### src/rtl/mem_load_unit_pkg.sv
// rtl/mem_load_unit_pkg.sv - shared load encodings, FSM states and legality helper
package mem_load_unit_pkg;

  localparam logic [6:0] OPC_S_TYPE = 7'b0100011;
  localparam logic [6:0] OPC_I_LOAD = 7'b0000011;

  localparam logic [2:0] F3_LB  = 3'd0;
  localparam logic [2:0] F3_LH  = 3'd1;
  localparam logic [2:0] F3_LW  = 3'd2;
  localparam logic [2:0] F3_LBU = 3'd4;
  localparam logic [2:0] F3_LHU = 3'd5;

  localparam logic [2:0] ST_IDLE  = 3'd0;
  localparam logic [2:0] ST_REQ   = 3'd1;
  localparam logic [2:0] ST_WAIT  = 3'd2;
  localparam logic [2:0] ST_DONE  = 3'd3;
  localparam logic [2:0] ST_DRAIN = 3'd4;

  typedef struct packed {
    logic [1:0] off;
    logic [2:0] funct3;
    logic [4:0] rd;
  } ld_ctx_t;

  function automatic logic load_legal(input logic [2:0] f3, input logic [1:0] off);
    case (f3)
      F3_LB, F3_LBU: return 1'b1;
      F3_LH, F3_LHU: return ~off[0];
      F3_LW:         return (off == 2'b00);
      default:       return 1'b0;
    endcase
  endfunction

endpackage

### src/rtl/mem_load_unit_load_extend.sv
// rtl/mem_load_unit_load_extend.sv - lane select and sign/zero extension of a DRAM read word
module load_extend
  import mem_load_unit_pkg::*;
(
  input  logic [2:0]  funct3,
  input  logic [1:0]  addr_lo,
  input  logic [31:0] rdata,
  output logic [31:0] data
);

  logic [7:0]  byte_lane;
  logic [15:0] half_lane;

  always_comb begin
    byte_lane = rdata[8*addr_lo +: 8];
    half_lane = addr_lo[1] ? rdata[31:16] : rdata[15:0];
    case (funct3)
      F3_LB:   data = {{24{byte_lane[7]}}, byte_lane};
      F3_LH:   data = {{16{half_lane[15]}}, half_lane};
      F3_LBU:  data = {24'd0, byte_lane};
      F3_LHU:  data = {16'd0, half_lane};
      default: data = rdata;
    endcase
  end

endmodule

### src/rtl/mem_load_unit.sv
// rtl/mem_load_unit.sv - MEM-stage load path: DRAM read handshake, stall, extend and writeback
module mem_load_unit
  import mem_load_unit_pkg::*;
#(
  parameter int DRAM_AW = 14,
  parameter int TIMEOUT = 255
) (
  input  logic               clk,
  input  logic               rst_n,
  input  logic               ld_valid,
  input  logic [2:0]         ld_funct3,
  input  logic [31:0]        ld_addr,
  input  logic [4:0]         ld_rd,
  input  logic               flush,
  output logic               stall,
  output logic               ld_done,
  output logic [31:0]        ld_data,
  output logic [4:0]         ld_rd_out,
  output logic               ld_err,
  output logic               dram_rd_req,
  output logic [DRAM_AW-1:0] dram_addr,
  input  logic               dram_gnt,
  input  logic               dram_rvalid,
  input  logic [31:0]        dram_rdata
);

  localparam int CW = $clog2(TIMEOUT + 1);

  logic [2:0]         state_q, state_d;
  logic [CW-1:0]      cnt_q, cnt_d;
  ld_ctx_t            ctx_q, ctx_d;
  logic [DRAM_AW-1:0] addr_q, addr_d;
  logic [31:0]        data_q, data_d;
  logic [4:0]         rd_q, rd_d;
  logic               done_q, done_d;
  logic               err_q, err_d;

  logic        legal;
  logic        timeout_hit;
  logic [31:0] ext_data;
  logic        unused_addr_hi;

  assign unused_addr_hi = &{1'b0, ld_addr[31:DRAM_AW+2]};
  assign legal          = load_legal(ld_funct3, ld_addr[1:0]);
  assign timeout_hit    = (cnt_q == CW'(TIMEOUT - 1));

  load_extend u_load_extend (
    .funct3  (ctx_q.funct3),
    .addr_lo (ctx_q.off),
    .rdata   (dram_rdata),
    .data    (ext_data)
  );

  always_comb begin
    state_d = state_q;
    cnt_d   = cnt_q;
    ctx_d   = ctx_q;
    addr_d  = addr_q;
    data_d  = data_q;
    rd_d    = rd_q;
    done_d  = 1'b0;
    err_d   = 1'b0;
    case (state_q)
      ST_IDLE: begin
        if (ld_valid && !flush) begin
          if (legal) begin
            ctx_d   = '{off: ld_addr[1:0], funct3: ld_funct3, rd: ld_rd};
            addr_d  = ld_addr[DRAM_AW+1:2];
            state_d = ST_REQ;
          end else begin
            err_d = 1'b1;
          end
        end
      end
      ST_REQ: begin
        // A granted request must see its read data back, so a flush after gnt drains.
        if (dram_gnt) begin
          cnt_d = '0;
          if (dram_rvalid && flush) begin
            state_d = ST_IDLE;
          end else if (dram_rvalid) begin
            data_d  = ext_data;
            rd_d    = ctx_q.rd;
            done_d  = 1'b1;
            state_d = ST_DONE;
          end else begin
            state_d = flush ? ST_DRAIN : ST_WAIT;
          end
        end else if (flush) begin
          state_d = ST_IDLE;
        end
      end
      ST_WAIT: begin
        if (dram_rvalid && flush) begin
          state_d = ST_IDLE;
        end else if (dram_rvalid) begin
          data_d  = ext_data;
          rd_d    = ctx_q.rd;
          done_d  = 1'b1;
          state_d = ST_DONE;
        end else if (flush) begin
          state_d = ST_DRAIN;
        end else if (timeout_hit) begin
          err_d   = 1'b1;
          data_d  = '0;
          state_d = ST_IDLE;
        end else begin
          cnt_d = cnt_q + CW'(1);
        end
      end
      ST_DONE: state_d = ST_IDLE;
      ST_DRAIN: begin
        if (dram_rvalid || timeout_hit) begin
          state_d = ST_IDLE;
        end else begin
          cnt_d = cnt_q + CW'(1);
        end
      end
      default: state_d = ST_IDLE;
    endcase
  end

  always_ff @(posedge clk or negedge rst_n) begin
    if (!rst_n) begin
      state_q <= ST_IDLE;
      cnt_q   <= '0;
      ctx_q   <= '0;
      addr_q  <= '0;
      data_q  <= '0;
      rd_q    <= '0;
      done_q  <= 1'b0;
      err_q   <= 1'b0;
    end else begin
      state_q <= state_d;
      cnt_q   <= cnt_d;
      ctx_q   <= ctx_d;
      addr_q  <= addr_d;
      data_q  <= data_d;
      rd_q    <= rd_d;
      done_q  <= done_d;
      err_q   <= err_d;
    end
  end

  assign stall = ld_valid & ~flush & (state_q != ST_DONE) & ~((state_q == ST_IDLE) & ~legal);
  assign dram_rd_req = (state_q == ST_REQ);
  assign dram_addr   = addr_q;
  assign ld_done     = done_q;
  assign ld_err      = err_q;
  assign ld_data     = data_q;
  assign ld_rd_out   = rd_q;

endmodule

### config.mk
export PLATFORM = sky130hd
export DESIGN_NAME = mem_load_unit
export DESIGN_NICKNAME = d
export VERILOG_FILES = /design/src/rtl/mem_load_unit_pkg.sv /design/src/rtl/mem_load_unit_load_extend.sv /design/src/rtl/mem_load_unit.sv
export SDC_FILE = /design/constraint.sdc
export NUM_CORES = 1
export LEC_CHECK = 0
export ABC_CLOCK_PERIOD_IN_PS = 4730
export CORE_MARGIN = 2
export CORE_UTILIZATION = 49
export DETAILED_ROUTE_END_ITERATION = 16
export GPL_TIMING_DRIVEN = 0
export PLACE_DENSITY = 0.95
export SLEW_MARGIN = 20
export SYNTH_ARGS = -nofsm -noshare
export SYNTH_HDL_FRONTEND = slang
export SYNTH_SLANG_ARGS = --single-unit
### constraint.sdc
create_clock -name clk -period 4.73 [get_ports clk]
set_input_delay 0.946 -clock clk [delete_from_list [all_inputs] [get_ports clk]]
set_output_delay 0.946 -clock clk [all_outputs]
set_load 0.03 [all_outputs]
Word level (Yosys, flattened, before mapping). Index checks and enable logic that the tools add are counted.

Output and inout port bits: 55. RAM bits: 0. Memories kept: 0. Input port bits: 78. Word-level logic and storage cells: 110. Latch bits: 0. Bits in registers: 74. Bits in read-only memories: 0.

Magnitude comparators: 0. Div/mod/pow operators: 0. Bitwise logic cells: 8. Reductions and logical operators: 17. Mux-type cells: 46. Multipliers: 0. Shift operators: 1. $add $sub $neg: 1. Eq/ne operators: 27.

Operators with widths (number): $mux W32 (7); $pmux W32 S4 (1); $pmux W32 S2 (1); $mux W8 (6); $mux W3 (12); $shiftx A32 B6 Y8 (1); $pmux W8 S3 (1); $ne A2 B2 Y1 const B (9); $mux W16 (1); $eq A3 B3 Y1 const B (5); $mux W5 (3); $reduce_and A7 Y1 (2); $pmux W3 S4 (1); $pmux W5 S2 (1); $eq A3 B1 Y1 const B (3); $logic_not A3 Y1 (3); $mux W1 (9); $add A8 B1 Y8 const B (1); $eq A8 B8 Y1 const B (1); $eq A3 B2 Y1 const B (2); $ne A3 B2 Y1 const B (2); $ne A3 B3 Y1 const B (2); $ne A5 B5 Y1 const B (1); $reduce_and A5 Y1 (1); 14 further kinds (24).

Depth between registers and ports, before layout. Gate-level depths: netlist of the first run.

Word-level depth: 7. Gate-level depth with buffers: 7. Mapped depth without buffers: 6.

Cells and area by module. Synthesis of the first run repeated with hierarchy kept, for this count alone.

Cell total of the unflattened synthesis: 415. Area total of the unflattened synthesis: 3986.3 um^2.

By module, submodules not included: mem_load_unit (cells an instance 297, instances 1, sequential area each 1851.8 um^2, area each 3225.6 um^2); load_extend (cells an instance 118, instances 1, sequential area each 0.0 um^2, area each 760.7 um^2).

Worst setup path before layout of the first run. OpenSTA, ideal clock, no wires.

Path type: in2out. Start: input ld_addr[1]. End: output stall. Stages on the path: 3. Required time: 3.784 ns. Path buffers: 0. Arrival time: 1.915 ns. Setup slack: 1.869 ns. Cell sequence: o31a_1 > o22a_1 > a21oi_1.

Word-level cells in the longest chain between the ends: 6.

RTL lines: from (decl) (RTL line mem_load_unit.sv:12) `input logic [31:0] ld_addr,`; $logic_not A2 Y1 (RTL line mem_load_unit_pkg.sv:29) `F3_LW: return (off == 2'b00);`; $pmux W1 S3 (RTL line mem_load_unit_pkg.sv:26) `case (f3)`; $not A1 Y1 (RTL line mem_load_unit.sv:145) `assign stall = ld_valid & ~flush & (state_q != ST_DONE) & ~((state_q == ST_IDLE) & ~legal);`; $and A1 B1 Y1 (RTL line mem_load_unit.sv:145); $not A1 Y1 (RTL line mem_load_unit.sv:145); $and A1 B1 Y1 (RTL line mem_load_unit.sv:145); to (decl) (RTL line mem_load_unit.sv:15) `output logic stall,`.

Every way passes these cells.

Worst setup path in the final report of the first run.
Start: input ld_funct3[0]. End: output stall.

Word-level cells in the longest chain between the ends: 7. Elaborated cells between the ends (all ways): 12. Those cells by class: eq/ne (4); mux (1); bitwise (4); reduce/logical (3).

RTL lines: from (decl) (RTL line mem_load_unit.sv:11) `input logic [2:0] ld_funct3,`; $eq A3 B1 Y1 (tied with other cells) (RTL line mem_load_unit_pkg.sv:26); $reduce_or A2 Y1 (RTL line mem_load_unit_pkg.sv:26); $pmux W1 S3 (*) (RTL line mem_load_unit_pkg.sv:26); $not A1 Y1 (*) (RTL line mem_load_unit.sv:145); $and A1 B1 Y1 (*) (RTL line mem_load_unit.sv:145); $not A1 Y1 (*) (RTL line mem_load_unit.sv:145); $and A1 B1 Y1 (*) (RTL line mem_load_unit.sv:145).

Every way passes the cells marked *; elsewhere a longest branch is shown, timed or not.

==> results of run 1 <==
==> cell type report <==
class	instances	area [sq um]	share of cell area [%]
sequential	74	1852	34.23
inverter	7	26.28	0.4857
clock buffer	9	123.9	2.290
clock inverter	7	107.6	1.989
multi-input combinational	240	1849	34.18
timing repair buffer	117	1179	21.79
buffer	26	145.1	2.683
tap	102	127.6	2.359
==> cells in the mapped netlist, types with 8 or more instances <==
| master | instances |
|---|---|
| a221o_1 | 8 |
| dfrtp_1 | 74 |
| buf_2 | 8 |
| a211oi_1 | 9 |
| nor3b_1 | 8 |
| a22o_1 | 25 |
| nand2_1 | 21 |
| a21o_1 | 8 |
| o21ai_0 | 20 |
| nor2b_1 | 13 |
| mux2_2 | 31 |
| o21bai_1 | 14 |
| clkbuf_1 | 10 |
| a21oi_1 | 14 |
==> power by group through the flow <==
stage | clock network [mW] | registers, mW | logic [mW]
5_1_grt | 0.610 | 1.11 | 2.07
4_1_cts | 0.580 | 1.08 | 1.95
2_1_floorplan | 0 | 1.48 | 0.805
3_5_place_dp | 0 | 1.09 | 1.94
6_report | 0.575 | 1.08 | 1.96
3_3_place_gp | 0 | 1.07 | 1.89
==> per-stage QoR <==
| step | utilization, % | instances | hold WS (ns) | setup slack (ns) |
|---|---|---|---|---|
| 2_1_floorplan | - | 347 | 0.4706 | 1.869 |
| 3_5_place_dp | 67.37 | 566 | 0.4838 | 0.9759 |
| 5_1_grt | 70.38 | 582 | 0.5194 | 0.8668 |
| 4_1_cts | 70.38 | 582 | 0.5032 | 0.9625 |
| 6_report | 70.38 | 582 | 0.5032 | 0.9454 |
| 3_3_place_gp | 67.14 | 565 | 0.4805 | 0.3594 |
==> path summary, 6_finish.rpt <==
check,start,endpoint,cells after the start
min,ld_data[2]$_DFFE_PN0P_,ld_data[2]$_DFFE_PN0P_,1
max in group asynchronous,rst_n,cnt_q[2]$_DFFE_PN0P_,2
max reg2reg,ctx_q[9]$_DFFE_PN0P_,ld_data[18]$_DFFE_PN0P_,5
max,ld_funct3[0],stall,5
min in group asynchronous,rst_n,ld_data[30]$_DFFE_PN0P_,1
min reg2reg,ld_data[2]$_DFFE_PN0P_,ld_data[2]$_DFFE_PN0P_,1
==> routing by layer <==
| metal | share of wire [%] | global-route usage [%] | vias to the layer above |
|---|---|---|---|
| li1 | - | - | 1580 |
| met5 | 0 | 0 | - |
| met2 | 51 | 44.26 | 191 |
| met4 | 1.5 | 9.926 | 0 |
| met3 | 7.2 | 6.347 | 21 |
| met1 | 41 | 32.13 | 1710 |
==> cell families (layout without fill, tap and decap cells) <==
family / Yosys count / in the layout / share of synthesized area, %
and+or+nand+nor: 76 / 76 / 12.02
DFF: 74 / 74 / 47.82
adders and majority gates: 2 / 2 / 0.6461
AOI/OAI and AO/OA: 126 / 126 / 24.49
xor gates and xnor gates: 1 / 1 / 0.2262
buffers and inverters: 33 / 166 / 4.427
muxes: 35 / 35 / 10.37
==> worst max-delay path: cells and delay by family <==
family / cells / cell delay, ns
AOI/OAI and AO/OA: 3 / 0.71
buffers and inverters: 2 / 1.19
==> state kept, by name (all words and copies together), names as in the netlist <==
name,cells
dram_addr,14
ld_err,1
cnt_q,8
ld_rd_out,5
ld_data,32
state_q,3
ctx_q,10
ld_done,1
==> out/metrics.cfg, run 1 <==
[synth]
ys.flop_type=dfrtp_1
synth_seq_cells=74
ys_warn_count=0
yosysSeqAreaShare_pct=47.82
synth_area_per_cell_sq_um=11.16
async_flop_share_pct=100.0
synth_top_area_cell=dfrtp_1
synth_area_leaders=dfrtp_1 (48%), mux2_2 (9.0%), a22o_1 (5.7%)
synth_edf_count=0
syn-num-nets=427
syn-cell-area_sq_mm=0.003872
syn_inst=347
synth_top_area_share_pct=47.82
synth.distinct_cells=54

[hold_path]
hold_path.class=reg -> reg

[global_route]
grt_overflow_total=0
grt_max_degree=40
grt_pass1_wl_um=17510
antenna_found_initial=0
track_usage_pct=26.07
grt_pass1_vias=3584

[cts]
clkLatencyLatePin_ns=0.36
ctsHtreeMaxLevel=3
holdBufCountCts=0
cts_buffers=9
clk_pin_slew_worst_paths_ns=0.09
cts_buffer_depth=2
cts.sinks=74
cts_root_buf=clkbuf_8
cts_resized=0
post_cts_buffers=0
cts_tree=built

[place]
hpwlAfterDp_um=8213
numPortBuffers=116
place_area_sq_mm=0.005179
gp_congestion=0.8731

[power]
switching_share_pct=42.19
leakagePower_nw=2.257
peakVddDrop_uv=421.5
p_switching_mw=1.524
power_frac_seq_pct=29.9
p_int_mw=2.088
clock_power_share_pct=15.9
combinationalPowerShare_pct=54.2
total_power_mw=3.612
p_per_area_mw_per_mm2=667.6

[flow_run]
cap_violations=0

[detailed_routing]
dr.pass1.iters=6
drt_wl_total_um=10920
vias=3502
drc=0
avgViaCountPerCell=6.017
drt_iter0_drc=263
avgRoutedWirePerCell_um=18.76
ant_nets=0

[worst_setup_path]
r2r_slack_ns=2.66
required_ns=3.78
cpPeakStageDelay_ns=0.70
path_class=in -> out
end_kind=output port
critPathSlowestCell=clkdlybuf4s50_1
cp_common_cell=clkdlybuf4s50_1
critPathLaunchType=input pin
crit_chain=clkdlybuf4s50_1 > o31a_1 > o22a_1 > a21oi_1 > clkdlybuf4s50_1
cp.arrival_ns=2.84
critPathMaxFanout=4

[timing]
slew_violations=0
hold_violations=0
relSlewSlack_pct=63.41
fin_worst_skew_ns=0.009698
setup_violations=0
tns_ns=0
fin_crit_ns=3.785
min_period_over_period_pct=80.01
worstMarginPinSlew_ns=0.5404
grt_setup_unrepaired=no
clock.fmax_mhz=264.2

[die]
row_count=32
die-area_sq_mm=0.008630
core_sq_mm=0.007687
initial_core_util_pct=50.37
ios=133
die_h_um=92.90
die_x_um=92.90

[layout]
design_area_sq_mm=0.005410
drive_gt1_share_pct=15.42
fillers=581
final_common_cell=clkdlybuf4s50_1
antenna_cells=0
nets=555
area_delta_synth_final_pct=39.71
final_cell_mix=clkdlybuf4s50_1 (115), dfrtp_1 (74), mux2_2 (31), a22o_1 (25), nand2_1 (21)

[outcome]
outcome=finished clean

(Power assumes the default switching activity.)
==> run 2, diff against run 1 <==
--- a/config.mk
+++ b/config.mk
@@ -5,12 +5,12 @@
 export SDC_FILE = /design/constraint.sdc
 export NUM_CORES = 1
 export LEC_CHECK = 0
-export ABC_CLOCK_PERIOD_IN_PS = 4730
+export ABC_CLOCK_PERIOD_IN_PS = 3200
 export CORE_MARGIN = 2
-export CORE_UTILIZATION = 49
+export CORE_UTILIZATION = 41
 export DETAILED_ROUTE_END_ITERATION = 16
 export GPL_TIMING_DRIVEN = 0
-export PLACE_DENSITY = 0.95
+export PLACE_DENSITY = 0.86
 export SLEW_MARGIN = 20
 export SYNTH_ARGS = -nofsm -noshare
 export SYNTH_HDL_FRONTEND = slang
==> constraint.sdc (replaced) <==
create_clock -name clk -period 3.2 [get_ports clk]
set_input_delay 0.64 -clock clk [delete_from_list [all_inputs] [get_ports clk]]
set_output_delay 0.64 -clock clk [all_outputs]
set_load 0.03 [all_outputs]
==> out/metrics.cfg, run 2 (same netlist as run 1, synthesis figures left out) <==
[outcome]
outcome=finished clean

[layout]
area_delta_synth_final_pct=39.90
nets=555  ; unchanged
antenna_cells=0  ; unchanged
final_common_cell=clkdlybuf4s50_1
fillers=759  ; +31%
final_cell_mix=clkdlybuf4s50_1 (115), dfrtp_1 (74), mux2_2 (31), a22o_1 (25), nand2_1 (21)
drive_gt1_share_pct=15.42  ; unchanged
largest_register_ffs=32  ; unchanged

[power]
leakagePower_nw=2.255  ; about the same
p_per_area_mw_per_mm2=973.9  ; +46%
peakVddDrop_uv=520.9  ; +24%

[worst_setup_path]
critPathMaxFanout=4  ; unchanged
end_kind=output port
required_ns=2.56  ; -1.22 ns
cpPeakStageDelay_ns=0.70  ; about the same
cp.arrival_ns=2.48  ; -0.36 ns
path_class=in -> out
cp_common_cell=clkdlybuf4s50_1
crit_chain=clkdlybuf4s50_1 > o31a_1 > o22a_1 > a21oi_1 > clkdlybuf4s50_1
critPathLaunchType=input pin
r2r_slack_ns=1.19  ; -1.47 ns
critPathSlowestCell=clkdlybuf4s50_1

[cts]
cts_tree=built
ctsHtreeMaxLevel=3  ; unchanged
clk_pin_slew_worst_paths_ns=0.08  ; about the same
cts_root_buf=clkbuf_8
cts_buffers=9  ; unchanged
post_cts_buffers=0  ; unchanged
cts_buffer_depth=2  ; unchanged
holdBufCountCts=0  ; unchanged
clkLatencyLatePin_ns=0.35  ; about the same
cts.sinks=74  ; unchanged
cts_resized=0  ; unchanged

[detailed_routing]
drt_iter0_drc=145  ; -45%
vias=3362  ; -4.0%
avgViaCountPerCell=5.689  ; -5.5%
dr.pass1.iters=4  ; -2
avgRoutedWirePerCell_um=18.02  ; -3.9%
drc=0  ; unchanged
drt_wl_total_um=10650  ; -2.4%
ant_nets=0  ; unchanged

[timing]
tns_ns=0  ; unchanged
worstMarginPinSlew_ns=0.5327  ; -0.007657 ns
min_period_over_period_pct=97.42
hold_violations=0  ; unchanged
relSlewSlack_pct=63.92  ; +0.52 points
slew_violations=0  ; unchanged
clock.fmax_mhz=320.8
fin_worst_skew_ns=0.009415  ; -0.0002834 ns
fin_crit_ns=3.118
whs_ns=0.2214  ; -0.2817 ns
setup_violations=0  ; unchanged
grt_setup_unrepaired=no

[die]
core_sq_mm=0.009196  ; +20%
die_h_um=101.2  ; +8.9%
initial_core_util_pct=42.11  ; -8.3 points
die_x_um=101.2  ; +8.9%
die-area_sq_mm=0.01024  ; +19%
row_count=35  ; +9.4%
ios=133  ; unchanged

[global_route]
grt_overflow_total=0  ; unchanged
track_usage_pct=21.01  ; -5.1 points
grt_max_degree=43  ; +7.5%
antenna_found_initial=0  ; unchanged
grt_pass1_vias=3355  ; -6.4%
grt_pass1_wl_um=16700  ; -4.6%

[place]
hpwlAfterDp_um=8163  ; -0.61%
gp_congestion=0.8993  ; +3.0%
numPortBuffers=116  ; unchanged

[hold_path]
hold_path.class=in -> async

[flow_run]
cap_violations=0  ; unchanged

run 2: metrics by stage:
step                      total power, mW  area, sq um  std cells  worst slack [ns]  util, %
after global placement              4.391         5172        574           -0.9272    56.24
final                               5.277         5418        591           0.08245    58.91
after floorplan                     3.371         3872        347            0.9509        -
after detailed placement            4.473         5190        575           0.09721    56.44
after CTS                           5.314         5418        591           0.09447    58.91
after global routing                5.578         5418        591           0.01727    58.91
run 2: cell type report:
class / instances / area (sq um) / share of cell area (%)
well taps: 111 / 138.9 / 2.564
flip-flops and latches: 74 / 1852 / 34.18
inverters: 7 / 26.28 / 0.4850
repair buffers: 117 / 1179 / 21.76
clock inverters: 6 / 90.09 / 1.663
clock buffers: 10 / 137.6 / 2.540
plain buffers: 26 / 145.1 / 2.679
multi-input cells: 240 / 1849 / 34.13
run 2: worst max-delay path, delay by kind of cell:
family,cells,cell delay [ns]
AO/OA/AOI/OAI,3,0.67
buffers and inverters,2,1.17
run 2: layer usage:
layer	track usage, %	share of wire, %
met3	5.728	7.4
met4	5.925	1.4
met1	25.90	41
met5	0	0
met2	36.32	50
run 2: worst paths after layout:
| path | cells after the start | end | startpoint |
|---|---|---|---|
| max | 5 | stall | ld_funct3[0] |
| min | 1 | ld_data[31]$_DFFE_PN0P_ | rst_n |
| max reg2reg | 5 | ld_data[31]$_DFFE_PN0P_ | ctx_q[9]$_DFFE_PN0P_ |
| min reg2reg | 1 | ctx_q[1]$_DFFE_PN0P_ | ctx_q[1]$_DFFE_PN0P_ |
| max in group asynchronous | 2 | ctx_q[5]$_DFFE_PN0P_ | rst_n |
| min in group clk | 1 | ctx_q[1]$_DFFE_PN0P_ | ctx_q[1]$_DFFE_PN0P_ |
run 2: power by group:
group | internal (mW) | switching, mW | total [mW]
Clock | 0.461 | 0.358 | 0.819
Combinational | 1.30 | 1.57 | 2.87
Sequential | 1.33 | 0.255 | 1.59
Total | 3.09 | 2.18 | 5.28
